## src/rtl/parity_arb.sv

```systemverilog
// Round-robin arbiter sharing one byte-parity unit among four requesters.
// Optional expected-parity checker enabled by `define PARITY_ARB_CHECK_EN.
//
// state | meaning
// IDLE  | wait for a request, capture winner byte, pulse gnt
// CALC  | compute parity of captured byte, raise out_valid
// HOLD  | hold result until out_ready, then advance pointer
module parity_arb #(
    parameter int NREQ = 4,
    parameter int DW   = 8
) (
    input  logic               clk,
    input  logic               rst,
    input  logic [NREQ-1:0]    req,
    input  logic [NREQ*DW-1:0] din,
    output logic [NREQ-1:0]    gnt,
    output logic               out_valid,
    input  logic               out_ready,
    output logic [1:0]         out_id,
    output logic               out_even,
    output logic               out_odd
`ifdef PARITY_ARB_CHECK_EN
    ,
    input  logic [NREQ-1:0]    exp_even,
    output logic               out_err,
    output logic [7:0]         err_cnt
`endif
);

    typedef enum logic [1:0] {
        IDLE = 2'd0,
        CALC = 2'd1,
        HOLD = 2'd2
    } state_t;

    state_t            state_q;
    logic [1:0]        ptr_q;
    logic [DW-1:0]     byte_q;
    logic [1:0]        id_q;
    logic [NREQ-1:0]   gnt_q;
    logic              out_valid_q;
    logic [1:0]        out_id_q;
    logic              out_even_q;

    logic              win_found_d;
    logic [1:0]        win_id_d;
    logic [1:0]        cand_d;
    logic [DW-1:0]     win_byte_d;
    logic [1:0]        ptr_d;

    // Scan downward from the farthest offset so the nearest requester to ptr wins.
    always_comb begin
        win_found_d = 1'b0;
        win_id_d    = 2'd0;
        cand_d      = 2'd0;
        for (int k = NREQ - 1; k >= 0; k--) begin
            cand_d = ptr_q + 2'(k);
            if (req[cand_d]) begin
                win_found_d = 1'b1;
                win_id_d    = cand_d;
            end
        end
    end

    assign win_byte_d = din[win_id_d*DW +: DW];
    assign ptr_d      = id_q + 2'd1;

`ifdef PARITY_ARB_CHECK_EN
    logic       exp_q;
    logic       out_err_q;
    logic [7:0] err_cnt_q;
`endif

    always_ff @(posedge clk) begin
        if (rst) begin
            state_q     <= IDLE;
            ptr_q       <= 2'd0;
            byte_q      <= '0;
            id_q        <= 2'd0;
            gnt_q       <= '0;
            out_valid_q <= 1'b0;
            out_id_q    <= 2'd0;
            out_even_q  <= 1'b0;
`ifdef PARITY_ARB_CHECK_EN
            exp_q       <= 1'b0;
            out_err_q   <= 1'b0;
            err_cnt_q   <= 8'd0;
`endif
        end else begin
            gnt_q <= '0;
            case (state_q)
                IDLE: begin
                    if (win_found_d) begin
                        byte_q           <= win_byte_d;
                        id_q             <= win_id_d;
                        gnt_q[win_id_d]  <= 1'b1;
`ifdef PARITY_ARB_CHECK_EN
                        exp_q            <= exp_even[win_id_d];
`endif
                        state_q          <= CALC;
                    end
                end
                CALC: begin
                    out_even_q  <= ^byte_q;
                    out_id_q    <= id_q;
                    out_valid_q <= 1'b1;
`ifdef PARITY_ARB_CHECK_EN
                    out_err_q   <= (^byte_q) != exp_q;
`endif
                    state_q     <= HOLD;
                end
                HOLD: begin
                    if (out_valid_q && out_ready) begin
                        out_valid_q <= 1'b0;
                        ptr_q       <= ptr_d;
`ifdef PARITY_ARB_CHECK_EN
                        if (out_err_q && err_cnt_q != 8'hFF)
                            err_cnt_q <= err_cnt_q + 8'd1;
`endif
                        state_q     <= IDLE;
                    end
                end
                default: state_q <= IDLE;
            endcase
        end
    end

    assign gnt       = gnt_q;
    assign out_valid = out_valid_q;
    assign out_id    = out_id_q;
    assign out_even  = out_even_q;
    // Derived from the same flop so the complement holds through reset.
    assign out_odd   = ~out_even_q;

`ifdef PARITY_ARB_CHECK_EN
    assign out_err = out_err_q;
    assign err_cnt = err_cnt_q;
`endif

endmodule
```

## config.mk

```make
export PLATFORM = sky130hd
export DESIGN_NAME = parity_arb
export DESIGN_NICKNAME = d
export VERILOG_FILES = /design/src/rtl/parity_arb.sv
export SDC_FILE = /design/constraint.sdc
export NUM_CORES = 1
export LEC_CHECK = 0
export CORE_ASPECT_RATIO = 1.5
export CORE_UTILIZATION = 47
export CTS_BUF_LIST = sky130_fd_sc_hd__clkbuf_4
export CTS_CLUSTER_DIAMETER = 120
export DETAILED_ROUTE_END_ITERATION = 10
export PLACE_DENSITY = 0.95
export SYNTH_ARGS = -nofsm -noshare
export SYNTH_HDL_FRONTEND = slang
export SYNTH_SLANG_ARGS = --single-unit
```

## constraint.sdc

```tcl
create_clock -name clk -period 2.8 [get_ports clk]
set_clock_uncertainty 0.15 [all_clocks]
set_input_delay 0.56 -clock clk [delete_from_list [all_inputs] [get_ports clk]]
set_output_delay 0.56 -clock clk [all_outputs]
set_load 0.005 [all_outputs]
```

==> results.tsv <==
metric	value	unit
status	complete, no violations	
# Max-Cap Violations	0	
worst reg2reg path endpoint	byte_q[3]	
Via density	5.47	
Worst Path Arrival	2.22	ns
first-pass GRT wire length	4460	um
final setup fails	0	
Worst Setup Start Kind	input port	
vias in the first global route	1071	
Netlist Area Pre-Place	0.00115	mm^2
post-CTS resize count	0	
GR Overflow Total	0	
syn avg cell area	10.1	um^2
Synth Area in Adders	0	
CP required	2.84	ns
crit path kind	in -> reg	
setup TNS	0	ns
post-route ant nets	0	
Placed Area	0.00164	mm^2
die area	0.00266	mm^2
fin area	0.00169	mm^2
layout cells sized above 1	0.125	
Hold WS	0.360	ns
CTS max path bufs	2	
# nets final	200	
post-synth top area share	0.381	
Worst Hold End	byte_q[7]	
Post-synth ARST share	0	
Synth Area in Compound Gates	0.186	
Sinks on Clock Net	22	
top cells by count, synth	dfxtp_1 (22), mux2i_1 (20), nor2_1 (13)	
prevailing post-synth register cell	dfxtp_1	
CTS buffer count	3	
YS warnings	0	
peak supply drop	0.352	mV
Ports	48	
unrepaired setup endpoints after global routing	false	
clk_lat worst skew	0.31	ns
number of buffers inserted by hold repair at cts	0	
Die X	42.5	um
r2r startpoint	ptr_q[0]	
Core Region	0.00229	mm^2
initial core utilization	0.505	
Mapped Cells	114	
Hold Crit Depth	2	
GRT Resource Usage Total	0.214	
Syn Nets	153	
Core Rows	21	
CTS clk-pin slew, worst paths	0.11	ns
Die Y	62.7	um
DRT Wirelength	2560	um
largest net degree at the start of global routing	22	
final hold viol count	0	
largest family of logic cells by synthesized area	compound AO/OA/AOI/OAI gates	
Worst setup EP type	flip-flop	
Final Cycle Share	0.780	
number of diodes	0	
Worst-Margin Slew	0.549	ns
fin util	0.738	
synthesized flop and latch total	22	
Area contributors post-synth	dfxtp_1 (38%), mux2i_1 (17%), o221ai_2 (10%)	
Worst Hold Class	reg -> reg	
PortBufs	47	
Achievable Freq	458	MHz
Area growth, synth to finish	46.2	%
Synth Area in Simple Gates	0.155	
Yosys cell types	27	
R2R Setup Slk	0.99	ns
initial antenna violation count	0	
most common cell in the netlist	dfxtp_1	
RePlAce Congestion	0.792	
xor and xnor area share after synthesis	0.0607	
minimum clock period	2.18	ns
CTS tree	done	
sequential area share after synthesis	0.381	
drt pass-1 iters	4	
Max Slew Vio Count	0	
Post-DP HPWL	2040	um
CTS H-tree depth	1	
buffers inserted by post-CTS timing repair	0	
Yosys top cell by area	dfxtp_1	
FF-to-FF path depth	6	
relative slew slack	0.633	
Post-synth EDFFs	0	
DRC Markers	0	
post-synthesis mux area share	0.173	
leakage power	0.000626	uW
root buf cell	clkbuf_4	
WL/cell	14.0	um
crit-path max FO	21	
total number of vias	1001	
critical hold path startpoint	byte_q[7]	
initial drt markers	19	
Power Density	508	mW/mm^2
kinds of logic after synthesis:
logic type | Yosys count
AO/OA/AOI/OAI | 20
flip-flops | 22
multiplexers | 20
XOR/XNOR | 8
buffers and inverters | 9
AND/OR/NAND/NOR | 35
placed cells by master (no fill, tap or decap), types with 3 or more instances in the layout:
cell | netlist | routed
clkdlybuf4s50_1 | 0 | 47
o221ai_2 | 8 | 8
nand2_1 | 9 | 9
xnor2_1 | 8 | 8
nor2b_1 | 5 | 5
mux2i_1 | 20 | 20
nor2_1 | 13 | 13
dfxtp_1 | 22 | 22
clkbuf_4 | 0 | 3
a21oi_1 | 5 | 5
where the power goes:
part / total (uW) / leakage (uW) / internal [uW] / switching, uW
Combinational: 252 / 0.000418 / 149 / 103
Clock: 240 / 0.0000279 / 145 / 95.3
Sequential: 366 / 0.000180 / 344 / 22.3
routing by layer:
metal | track usage | vias up | wire [um]
met4 | 0.0781 | 0 | 15
li1 | - | 497 | -
met5 | 0 | - | 0
met3 | 0.0318 | 2 | 94
met1 | 0.208 | 464 | 925
met2 | 0.427 | 38 | 1520
critical path, cell delays in order:
cell	delay [ns]
clkdlybuf4s50_1	0.46
a21o_1	0.20
a21oi_1	0.15
o22a_1	0.21
buf_12	0.19
mux2i_1	0.30
o221ai_2	0.14
cell type report:
type,count,area (um^2)
timing repair buffer,48,490
fill,180,598
multi-input combinational,83,664
clock inverter,1,30.0
sequential,22,440
inverter,3,11.3
clock buffer,3,22.5
tap,23,28.8
worst max path at each step:
stage,startpoint,endpoint,slack (ns),cells past startpoint
floorplan,req[0],byte_q[3],0.96,6
global placement,req[0],byte_q[3],0.41,7
detailed placement,req[1],byte_q[0],0.33,6
CTS,req[0],byte_q[3],0.62,7
global route,req[1],byte_q[3],0.54,6
finish,req[0],byte_q[3],0.62,7
registers in the layout, summed over array words and instances (netlist names):
signal / cells
state_q: 2
byte_q: 8
ptr_q: 2
out_id: 2
id_q: 2
out_valid: 1
gnt: 4
out_even: 1
through the flow:
step / total power (uW) / cells / setup slack (ns)
after floorplan: 525 / 114 / 0.956
after global placement: 614 / 179 / 0.406
after detailed placement: 626 / 179 / 0.331
after CTS: 864 / 183 / 0.620
after global routing: 899 / 183 / 0.543
final: 858 / 183 / 0.616
Power figures use the tool's default switching activity.
